File: src/rtl/storage_pkg.sv
// Shared types and defaults for the storage controller: FSM states, address regions, decode helper.
// Latency: n/a (types and a pure combinational function only).
// Backpressure: n/a.
package storage_pkg;

   localparam int unsigned DEF_MEM_W       = 32;
   localparam int unsigned DEF_SRAM_BYTES  = 8192;
   localparam int unsigned DEF_EXT_AW      = 22;
   localparam int unsigned DEF_TIMEOUT_CYC = 1024;

   typedef enum logic [2:0] {
      IDLE,
      SRAM_RD,
      SRAM_WR,
      EXT_REQ,
      EXT_WAIT,
      RESP,
      PROG
   } state_e;

   typedef enum logic [1:0] {
      REG_SRAM,
      REG_EXT,
      REG_ERR
   } region_e;

   // 64-bit compare so SRAM_BYTES + 2^EXT_AW can exceed the 32-bit address space.
   function automatic region_e decode_region(input logic [31:0]     addr,
                                             input longint unsigned sram_bytes,
                                             input int unsigned     ext_aw);
      longint unsigned a;
      a = {32'd0, addr};
      if (a < sram_bytes) return REG_SRAM;
      if (a < sram_bytes + (64'd1 << ext_aw)) return REG_EXT;
      return REG_ERR;
   endfunction

endpackage

File: src/rtl/storage_wdt.sv
// External-access watchdog: counts cycles while start is high, flags expiry on the LIMIT-th cycle.
// Latency: expired is combinational on the last allowed cycle so the FSM can leave on that edge.
// Backpressure: none; clear has priority over counting.
import storage_pkg::*;

module storage_wdt #(
   parameter int unsigned LIMIT = DEF_TIMEOUT_CYC
) (
   input  logic clk,
   input  logic rst,
   input  logic start,
   input  logic clear,
   output logic expired
);

   localparam int unsigned CW = $clog2(LIMIT + 1);

   logic [CW-1:0] cnt;

   // cnt holds the number of cycles already spent waiting, so the LIMIT-th cycle sees LIMIT-1.
   assign expired = start && (cnt == CW'(LIMIT - 1));

   // Count waiting cycles; hold once expired until the owner clears.
   always_ff @(posedge clk or negedge rst) begin
      if (!rst) begin
         cnt <= '0;
      end else if (clear) begin
         cnt <= '0;
      end else if (start && !expired) begin
         cnt <= cnt + CW'(1);
      end
   end

endmodule

File: src/rtl/storage_ctrl_v2.sv
// Storage controller: single-outstanding requests to on-chip SRAM (with byte RMW) or an external flash engine.
// Latency: SRAM read/full write 2, partial write 3, empty/err 1, external = grant + ack + 1 cycles.
// Backpressure: req_ready only in IDLE with prog_set low; optional watchdog under STORAGE_CTRL_TIMEOUT_EN.
import storage_pkg::*;

module storage_ctrl_v2 #(
   parameter int unsigned MEM_W       = DEF_MEM_W,
   parameter int unsigned SRAM_BYTES  = DEF_SRAM_BYTES,
   parameter int unsigned EXT_AW      = DEF_EXT_AW,
   parameter int unsigned TIMEOUT_CYC = DEF_TIMEOUT_CYC
) (
   input  logic                                    clk,
   input  logic                                    rst,
   input  logic                                    req_valid,
   output logic                                    req_ready,
   input  logic                                    req_we,
   input  logic [31:0]                             req_addr,
   input  logic [MEM_W-1:0]                        req_wdata,
   input  logic [MEM_W/8-1:0]                      req_be,
   output logic                                    rsp_valid,
   output logic [MEM_W-1:0]                        rsp_rdata,
   output logic                                    rsp_err,
   input  logic                                    prog_set,
   input  logic                                    prog_clr,
   output logic                                    prog_active,
   output logic                                    sram_cen,
   output logic                                    sram_wen,
   output logic [$clog2(SRAM_BYTES*8/MEM_W)-1:0]   sram_a,
   output logic [MEM_W-1:0]                        sram_d,
   input  logic [MEM_W-1:0]                        sram_q,
   output logic                                    ext_stb,
   output logic [EXT_AW-1:0]                       ext_addr,
   input  logic                                    ext_stall,
   input  logic                                    ext_ack,
   input  logic [MEM_W-1:0]                        ext_rdata,
   input  logic [2:0]                              eng_spi,
   input  logic [2:0]                              prog_spi,
   output logic [2:0]                              ext_spi
);

   localparam int unsigned BW  = MEM_W / 8;
   localparam int unsigned OFF = $clog2(BW);
   localparam int unsigned SAW = $clog2(SRAM_BYTES * 8 / MEM_W);

   state_e           state;
   region_e          region;
   logic [MEM_W-1:0] wdata_q;
   logic [BW-1:0]    be_q;
   logic             rmw_q;
   logic [MEM_W-1:0] rdata_q;
   logic             rsp_sram;
   logic [MEM_W-1:0] merged;
   logic             ext_busy;
   logic             wdt_expired;

   assign region    = decode_region(req_addr, 64'(SRAM_BYTES), EXT_AW);
   assign req_ready = (state == IDLE) && !prog_set;
   assign ext_spi   = (state == PROG) ? prog_spi : eng_spi;
   assign ext_busy  = (state == EXT_REQ) || (state == EXT_WAIT);

   // SRAM read data arrives the cycle after the access, so it is passed straight through in RESP.
   assign rsp_rdata = rsp_sram ? sram_q : rdata_q;
   assign sram_d    = rmw_q ? merged : wdata_q;

   // Merge enabled bytes of the latched write data over the word just read back.
   always_comb begin
      merged = wdata_q;
      for (int i = 0; i < int'(BW); i++) begin
         if (!be_q[i]) merged[8*i +: 8] = sram_q[8*i +: 8];
      end
   end

`ifdef STORAGE_CTRL_TIMEOUT_EN
   storage_wdt #(
      .LIMIT (TIMEOUT_CYC)
   ) u_wdt (
      .clk     (clk),
      .rst     (rst),
      .start   (ext_busy),
      .clear   (!ext_busy),
      .expired (wdt_expired)
   );
`else
   // Without the watchdog the external wait is unbounded; TIMEOUT_CYC has no effect here.
   localparam bit WDT_NONE = (TIMEOUT_CYC == 0) && 1'b0;
   assign wdt_expired = WDT_NONE;
`endif

   // Main controller FSM; all strobes and response fields are registered.
   always_ff @(posedge clk or negedge rst) begin
      if (!rst) begin
         state       <= IDLE;
         sram_cen    <= 1'b1;
         sram_wen    <= 1'b1;
         sram_a      <= '0;
         ext_stb     <= 1'b0;
         ext_addr    <= '0;
         rsp_valid   <= 1'b0;
         rsp_err     <= 1'b0;
         rdata_q     <= '0;
         rsp_sram    <= 1'b0;
         prog_active <= 1'b0;
         wdata_q     <= '0;
         be_q        <= '0;
         rmw_q       <= 1'b0;
      end else begin
         sram_cen  <= 1'b1;
         sram_wen  <= 1'b1;
         rsp_valid <= 1'b0;
         rsp_err   <= 1'b0;
         rdata_q   <= '0;
         rsp_sram  <= 1'b0;
         case (state)
            IDLE: begin
               if (prog_set) begin
                  state       <= PROG;
                  prog_active <= 1'b1;
               end else if (req_valid) begin
                  wdata_q <= req_wdata;
                  be_q    <= req_be;
                  rmw_q   <= 1'b0;
                  sram_a  <= SAW'(req_addr >> OFF);
                  case (region)
                     REG_SRAM: begin
                        if (!req_we) begin
                           state    <= SRAM_RD;
                           sram_cen <= 1'b0;
                        end else if (req_be == '1) begin
                           state    <= SRAM_WR;
                           sram_cen <= 1'b0;
                           sram_wen <= 1'b0;
                        end else if (req_be == '0) begin
                           state     <= RESP;
                           rsp_valid <= 1'b1;
                        end else begin
                           state    <= SRAM_RD;
                           sram_cen <= 1'b0;
                           rmw_q    <= 1'b1;
                        end
                     end
                     REG_EXT: begin
                        if (!req_we) begin
                           state    <= EXT_REQ;
                           ext_stb  <= 1'b1;
                           ext_addr <= EXT_AW'(req_addr - 32'(SRAM_BYTES));
                        end else begin
                           state     <= RESP;
                           rsp_valid <= 1'b1;
                           rsp_err   <= 1'b1;
                        end
                     end
                     default: begin
                        state     <= RESP;
                        rsp_valid <= 1'b1;
                        rsp_err   <= 1'b1;
                     end
                  endcase
               end
            end
            SRAM_RD: begin
               if (rmw_q) begin
                  state    <= SRAM_WR;
                  sram_cen <= 1'b0;
                  sram_wen <= 1'b0;
               end else begin
                  state     <= RESP;
                  rsp_valid <= 1'b1;
                  rsp_sram  <= 1'b1;
               end
            end
            SRAM_WR: begin
               state     <= RESP;
               rsp_valid <= 1'b1;
            end
            EXT_REQ: begin
               if (wdt_expired) begin
                  state     <= RESP;
                  ext_stb   <= 1'b0;
                  rsp_valid <= 1'b1;
                  rsp_err   <= 1'b1;
               end else if (!ext_stall) begin
                  state   <= EXT_WAIT;
                  ext_stb <= 1'b0;
               end
            end
            EXT_WAIT: begin
               if (wdt_expired) begin
                  state     <= RESP;
                  rsp_valid <= 1'b1;
                  rsp_err   <= 1'b1;
               end else if (ext_ack) begin
                  state     <= RESP;
                  rsp_valid <= 1'b1;
                  rdata_q   <= ext_rdata;
               end
            end
            RESP: begin
               state <= IDLE;
            end
            PROG: begin
               // A simultaneous prog_set keeps the programmer in control.
               if (prog_clr && !prog_set) begin
                  state       <= IDLE;
                  prog_active <= 1'b0;
               end
            end
            default: begin
               state <= IDLE;
            end
         endcase
      end
   end

endmodule

File: config.mk
export PLATFORM = sky130hd
export DESIGN_NAME = storage_ctrl_v2
export DESIGN_NICKNAME = d
export VERILOG_FILES = /design/src/rtl/storage_pkg.sv /design/src/rtl/storage_wdt.sv /design/src/rtl/storage_ctrl_v2.sv
export SDC_FILE = /design/constraint.sdc
export NUM_CORES = 1
export LEC_CHECK = 0
export CORE_UTILIZATION = 40
export DETAILED_ROUTE_END_ITERATION = 16
export PLACE_DENSITY_LB_ADDON = 0.15
export SLEW_MARGIN = 20
export SYNTH_ARGS = -nofsm -noshare
export SYNTH_HDL_FRONTEND = slang
export SYNTH_SLANG_ARGS = --single-unit
File: constraint.sdc
create_clock -name clk -period 4.6 [get_ports clk]
set_clock_uncertainty 0.15 [all_clocks]
set_input_delay 0.46 -clock clk [delete_from_list [all_inputs] [get_ports clk]]
set_output_delay 0.46 -clock clk [all_outputs]
set_load 0.02 [all_outputs]
==> out/results.tsv, run 1 <==
stage	metric	value	unit
synthesis	proportion of synthesized flip-flops having asynchronous set or reset	100.0	%
cts	number of cells upsized or downsized after cts	0	
route	number of nets still failing antenna checks after routing	0	
timing	post-route minimum period	3.219	ns
power	cell internal power dissipation	2.914	mW
placement	placed cells	803	
global_route	Total Routing Usage GR	22.09	%
floorplan	floorplan die width	117.3	um
power	combinational fraction of design power	45.7	%
worst_setup_path	arrival time of the worst setup path	2.61	ns
synthesis	number of register bits inferred by synthesis	112	
synthesis	post-synthesis average cell area	13.37	sq um
timing	final-report hold violation count	0	
placement	final weighted congestion in routability-driven placement	0.8895	
power	total power divided by cell area	519.6	mW/mm^2
cts	CTS tree	done	
run_status	outcome	finished, final reports clean	
worst_setup_path	critical path class	reg -> out	
route	Total Wirelength	14.56	mm
floorplan	Die Ht	117.3	um
cts	TritonCTS Buffers	9	
cts	clk_lat worst skew	0.35	ns
synthesis	Seq/Total Area, Yosys	52.73	%
route	first-iteration detailed-routing DRC count	132	
floorplan	floorplan die area	0.01377	sq mm
power	leakage power total	3.623	nW
synthesis	post-synthesis net count	545	
cells_and_area	number of filler instances in the final layout	958	
cells_and_area	Total Nets Final	789	
min_path	worst hold-check path type	in -> async	
worst_setup_path	required time at the endpoint of the critical path	3.99	ns
route	vias per std cell	4.952	
synthesis	Yosys warning count	0	
timing	setup TNS	0	ns
synthesis	gate count after technology mapping	398	
cts	total of hold buffers inserted after clock tree synthesis	0	
timing	worst-case headroom to the max-slew limit	37.38	%
global_route	GRT Residual Overflow	0	
placement	DP Wirelength	10.81	mm
cells_and_area	fraction of final layout cells sized beyond drive strength 1	25.23	%
cts	clock slew seen by the registers of the worst setup and hold paths	0.07	ns
timing	worst hold margin	0.07011	ns
cells_and_area	area grow syn2layout	56.49	%
cells_and_area	most frequent cells in the layout	sky130_fd_sc_hd__clkdlybuf4s50_1, sky130_fd_sc_hd__mux2_2, sky130_fd_sc_hd__dfrtp_1	
global_route	number of antenna violations at the first check in global routing	0	
job	# Max-Cap Violations	0	
floorplan	# rows	41	
placement	Port Buffers	252	
route	DR pass1 iterations	4	
synthesis	Synth Cell Area	0.005320	sq mm
timing	highest clock rate	310.7	MHz
global_route	first-pass GRT wire length	23.68	mm
floorplan	I/O pins	253	
timing	unrepaired setup endpoints after global routing	false	
worst_setup_path	delay of the slowest cell on the worst path	0.93	ns
route	Routed WL per cell	17.79	um
power	switching pwr	1.412	mW
global_route	via count of the first global-routing pass	4357	
worst_setup_path	CP Launch Type	flop	
power	switching power share of the total	32.63	%
power	maximum vdd drop	274.0	uV
cts	number of buffers added for setup after CTS	0	
cells_and_area	diodes inserted	0	
power	fraction of power consumed by the clock network	20.4	%
worst_setup_path	Cell Chain, Critical Path	buf_4 -> mux2_2 -> clkdlybuf4s50_1	
cts	CTS max path bufs	2	
timing	crit share post-route	69.98	%
floorplan	effective utilization at floorplan	41.65	%
synthesis	EDFF count, synth	0	
timing	actual slew at the worst max-slew pin	0.9393	ns
route	number of DRC violations after detailed routing	0	
cells_and_area	most common library cell in the layout ignoring fill and taps	sky130_fd_sc_hd__clkdlybuf4s50_1	
floorplan	placeable core region	0.01277	sq mm
synthesis	distinct cell type count after synthesis	46	
power	Seq pwr share	33.9	%
synthesis	most frequently used flop master after synthesis	sky130_fd_sc_hd__dfrtp_1	
cts	Sinks on Clock Net	112	
timing	total of endpoints with negative setup slack in the final report	0	
cells_and_area	Finished Layout Cells	818	
worst_setup_path	Critical Path Sink Type	primary output	
cts	Clock H-tree levels	3	
worst_setup_path	Critical Path Slowest Stage Cell	sky130_fd_sc_hd__dfrtp_1	
worst_setup_path	crit-path max FO	18	
global_route	largest net degree at the start of global routing	74	
route	via count	4051	
timing	number of pins with negative max-slew slack in the final report	0	
cts	root buf cell	sky130_fd_sc_hd__clkbuf_16	
power by group through the flow:
stage | Combinational, mW | Sequential [mW] | Clock [mW]
2_1_floorplan | 1.11 | 1.44 | 0
3_3_place_gp | 1.96 | 1.48 | 0
3_5_place_dp | 1.98 | 1.48 | 0
4_1_cts | 2.00 | 1.47 | 0.907
5_1_grt | 2.10 | 1.51 | 0.953
6_report | 1.98 | 1.47 | 0.881
critical path: cells and delay by family, from the launching register on:
kind	cells	cell delay, ns
buffers and inverters	2	0.95
flip-flops	1	0.93
multiplexers	1	0.36
through the flow:
stage	utilization [%]	worst slack, ns	power (mW)	cell area [sq um]
final	65.18	1.381	4.326	8325
after floorplan	-	2.125	2.547	5320
after detailed placement	62.51	1.625	3.466	7985
after global routing	65.18	1.283	4.555	8325
after CTS	65.18	1.357	4.371	8325
after global placement	62.51	1.680	3.435	7985
cells by family (layout without fill, tap and decap cells):
family | count (synthesis) | in the layout | share of synthesized area [%]
xor+xnor | 7 | 7 | 1.152
compound gates | 25 | 25 | 3.340
fa+ha+maj | 1 | 1 | 0.2351
flops | 112 | 112 | 52.73
simple gates | 84 | 84 | 9.595
buf+inv | 32 | 280 | 2.728
mux | 137 | 137 | 30.22
synth_stat cells (all sizes together) (2+ instances only):
library cell  instances  area [sq um]
nor3                  9         45.04
a311oi                2         17.52
nor2                  8         30.03
nand2                 8         30.03
a31oi                 3         18.77
a21oi                 4         20.02
dfrtp               110          2753
a211oi                3         22.52
nand2b                8         50.05
dfstp                 2         52.55
xnor2                 2         17.52
mux2                135          1588
nand4                 2         12.51
o31ai                 2         15.01
and2                 32         200.2
inv                   8         30.03
o21ai                 2         10.01
nor4                  7         65.06
buf                  12         70.07
mux2i                 2         20.02
nor3b                 2         15.01
clkbuf               12         45.04
xor2                  5         43.79
registers in the layout (all words and copies together), names as in the netlist, 3 cells and up:
name	count
be_q	4
ext_addr	22
rdata_q	32
sram_a	11
state	3
wdata_q	32
cell type report:
class                      count  area (sq um)  share of cell area (%)
clock inverter                 2         60.06                  0.7214
multi-input combinational    254          2377                   28.55
inverter                       8         30.03                  0.3607
sequential                   112          2805                   33.69
clock buffer                  13         280.3                   3.366
tap                          172         215.2                   2.585
timing repair buffer         257          2557                   30.72
final timing paths:
path | to | cells past startpoint | slack, ns | startpoint
max reg2reg | sram_a[10]$_DFFE_PN0P_ | 4 | 1.97 | state[1]$_DFFE_PN0P_
max | rsp_rdata[16] | 3 | 1.38 | rsp_sram$_DFF_PN0_
max in group asynchronous | ext_addr[20]$_DFFE_PN0P_ | 2 | 3.11 | rst
min | rdata_q[1]$_DFF_PN0_ | 1 | 0.07 | rst
min in group clk | be_q[3]$_DFFE_PN0P_ | 1 | 0.35 | be_q[3]$_DFFE_PN0P_
min reg2reg | be_q[3]$_DFFE_PN0P_ | 1 | 0.35 | be_q[3]$_DFFE_PN0P_
per-layer routing:
layer	GRT usage, %	routed length (um)	part of all wire (%)
met1	26.78	6004	41
met2	36.32	6987	48
met4	9.740	418	2.9
met3	6.518	1144	7.9
met5	0	0	0
Note: power is estimated with default switching activity, not from simulation.
==> inputs of run 2 (changes only) <==
==> constraint.sdc (replaced) <==
create_clock -name clk -period 3 [get_ports clk]
set_clock_uncertainty 0.15 [all_clocks]
set_input_delay 0.3 -clock clk [delete_from_list [all_inputs] [get_ports clk]]
set_output_delay 0.3 -clock clk [all_outputs]
set_load 0.02 [all_outputs]
==> out/results.tsv, run 2 (synthesis results as in run 1) <==
stage	metric	value	unit	change
run_status	outcome	finished, final reports clean		
worst_setup_path	delay of the slowest cell on the worst path	0.56	ns	-0.37 ns
timing	highest clock rate	383.8	MHz	
worst_setup_path	CP Launch Type	flop		
floorplan	effective utilization at floorplan	41.65	%	unchanged
floorplan	# rows	41		unchanged
worst_setup_path	crit-path max FO	8		-10
cts	TritonCTS Buffers	9		unchanged
power	Seq pwr share	33.7	%	-0.2 points
global_route	number of antenna violations at the first check in global routing	0		unchanged
worst_setup_path	count of buffer and inverter cells on the critical path	1		-1
route	detailed route wirelength on metal3	1.143	mm	about the same
cts	Clock H-tree levels	3		unchanged
route	number of nets still failing antenna checks after routing	0		unchanged
global_route	first-pass GRT wire length	22.98	mm	-2.9%
cts	clock slew seen by the registers of the worst setup and hold paths	0.07	ns	about the same
floorplan	I/O pins	253		unchanged
worst_setup_path	Critical Path Sink Type	primary output		
timing	post-route minimum period	2.606	ns	
power	fraction of power consumed by the clock network	17.9	%	-2.5 points
power	cell internal power dissipation	4.314	mW	+48%
power	total power divided by cell area	772.0	mW/mm^2	+49%
worst_setup_path	Critical Path Slowest Stage Cell	sky130_fd_sc_hd__clkdlybuf4s50_1		
power	switching power share of the total	33.13	%	+0.50 points
global_route	Total Routing Usage GR	21.29	%	-0.81 points
timing	setup TNS	0	ns	unchanged
route	Routed WL per cell	17.25	um	-3.1%
floorplan	placeable core region	0.01277	sq mm	unchanged
cells_and_area	most common library cell in the layout ignoring fill and taps	sky130_fd_sc_hd__clkdlybuf4s50_1		
global_route	largest net degree at the start of global routing	53		-28%
route	highest routed metal layer	met4		
timing	actual slew at the worst max-slew pin	0.4997	ns	-0.4396 ns
global_route	GRT Residual Overflow	0		unchanged
timing	final-report hold violation count	0		unchanged
cts	clk_lat worst skew	0.34	ns	about the same
global_route	via count of the first global-routing pass	4350		-0.16%
power	switching pwr	2.137	mW	+51%
cts	CTS tree	done		
timing	total of endpoints with negative setup slack in the final report	0		unchanged
cells_and_area	fraction of final layout cells sized beyond drive strength 1	25.77	%	+0.53 points
timing	worst-case headroom to the max-slew limit	66.51	%	+29 points
placement	Port Buffers	252		unchanged
cells_and_area	Total Nets Final	794		+0.63%
route	met2 layer wire length in the routed design	7.067	mm	+1.1%
min_path	worst hold-check path type	in -> async		
timing	unrepaired setup endpoints after global routing	false		
power	Power, Total	6.451	mW	+49%
power	combinational fraction of design power	48.4	%	+2.7 points
power	maximum vdd drop	367.3	uV	+34%
job	# Max-Cap Violations	0		unchanged
floorplan	Die Ht	117.3	um	unchanged
worst_setup_path	required time at the endpoint of the critical path	2.55	ns	-1.44 ns
floorplan	floorplan die width	117.3	um	unchanged
route	DR pass1 iterations	4		unchanged
timing	Worst Setup Slack, final	0.3945	ns	-0.9865 ns
placement	final weighted congestion in routability-driven placement	0.8988		+1.0%
worst_setup_path	CP top delay family	buffers and inverters		
power	leakage power total	3.642	nW	+0.51%
cells_and_area	largest registers in the final layout	rdata_q x32, wdata_q x32, ext_addr x22		
route	vias per std cell	4.932		-0.41%
timing	crit share post-route	86.85	%	
worst_setup_path	Cell Chain, Critical Path	nand2b_1 -> mux2_2 -> clkdlybuf4s50_1		
cts	root buf cell	sky130_fd_sc_hd__clkbuf_16		
route	Total Wirelength	14.21	mm	-2.3%
cts	CTS max path bufs	2		unchanged
cts	Sinks on Clock Net	112		unchanged
cells_and_area	final design utilization	65.42	%	+0.24 points
placement	post-place setup slack	0.1806	ns	-1.444 ns
route	via count	4064		+0.32%
placement	DP Wirelength	10.64	mm	-1.6%
cells_and_area	diodes inserted	0		unchanged
cells_and_area	most frequent cells in the layout	sky130_fd_sc_hd__clkdlybuf4s50_1, sky130_fd_sc_hd__mux2_2, sky130_fd_sc_hd__dfrtp_1		
worst_setup_path	critical path class	reg -> out		
cells_and_area	area grow syn2layout	57.08	%	
worst_setup_path	arrival time of the worst setup path	2.16	ns	-0.45 ns
route	first-iteration detailed-routing DRC count	115		-13%
floorplan	floorplan die area	0.01377	sq mm	unchanged
route	number of DRC violations after detailed routing	0		unchanged
timing	number of pins with negative max-slew slack in the final report	0		unchanged
route	detailed-routing wirelength on met1	5.693	mm	-5.2%
==> run 2: cell count changes in the layout (fill, tap and decap cells not counted) <==
| cell | change |
|---|---|
| sky130_fd_sc_hd__buf_12 | +3 |
| sky130_fd_sc_hd__buf_4 | +1 |
| sky130_fd_sc_hd__bufinv_16 | -2 |
| sky130_fd_sc_hd__clkbuf_8 | -1 |
| sky130_fd_sc_hd__clkinv_2 | +2 |
| sky130_fd_sc_hd__clkinv_4 | +2 |
| sky130_fd_sc_hd__dlygate4sd3_1 | +1 |
==> run 2: what timing repair did <==
| action | in CTS | in global routing |
|---|---|---|
| hold buffers | 1 | 0 |
| setup buffers | 0 | 0 |
| gates resized for setup | 0 | 0 |
| hold endpoints to repair | 26 | 0 |
==> run 2: layout make-up <==
type / instances / area [sq um]
clock buffers: 12 / 266.5
flip-flops and latches: 112 / 2805
well taps: 172 / 215.2
multi-input cells: 254 / 2377
repair buffers: 262 / 2635
inverters: 8 / 30.03
fillers: 965 / 4417
clock inverters: 4 / 27.53
==> run 2: worst paths after layout <==
| path | endpoint | startpoint | slack [ns] | depth (start not counted) |
|---|---|---|---|---|
| worst max-delay path | sram_d[18] | rmw_q$_DFFE_PN0P_ | 0.39 | 3 |
| worst min-delay path | wdata_q[1]$_DFFE_PN0P_ | rst | 0.29 | 2 |
| worst max register to register | ext_addr[9]$_DFFE_PN0P_ | state[0]$_DFFE_PN0P_ | 0.48 | 5 |
| worst min register to register | be_q[2]$_DFFE_PN0P_ | be_q[2]$_DFFE_PN0P_ | 0.35 | 1 |
| max in group asynchronous | ext_addr[20]$_DFFE_PN0P_ | rst | 1.59 | 3 |
| min in group clk | be_q[2]$_DFFE_PN0P_ | be_q[2]$_DFFE_PN0P_ | 0.35 | 1 |
==> run 2: per-layer routing <==
layer  global-route usage (%)  vias up
li1                         -     1909
met4                    7.305        0
met2                    36.65      166
met1                    24.72     1969
met3                    7.004       20
met5                        0        -
==> run 2: per-stage QoR <==
| stage | std cells | instance area, sq um | hold WS [ns] |
|---|---|---|---|
| 2_1_floorplan | 398 | 5320 | -0.1456 |
| 3_3_place_gp | 807 | 8053 | 0.1161 |
| 3_5_place_dp | 807 | 8053 | 0.1243 |
| 4_1_cts | 824 | 8357 | 0.3018 |
| 5_1_grt | 824 | 8357 | 0.3257 |
| 6_report | 824 | 8357 | 0.2867 |
==> run 2: power by group through the flow <==
| stage | Clock [mW] | Combinational (mW) | Sequential (mW) |
|---|---|---|---|
| 6_report | 1.15 | 3.12 | 2.18 |
| 5_1_grt | 1.25 | 3.31 | 2.23 |
| 4_1_cts | 1.20 | 3.16 | 2.18 |
| 3_5_place_dp | 0 | 3.14 | 2.20 |
| 3_3_place_gp | 0 | 3.11 | 2.18 |
| 2_1_floorplan | 0 | 1.70 | 2.21 |
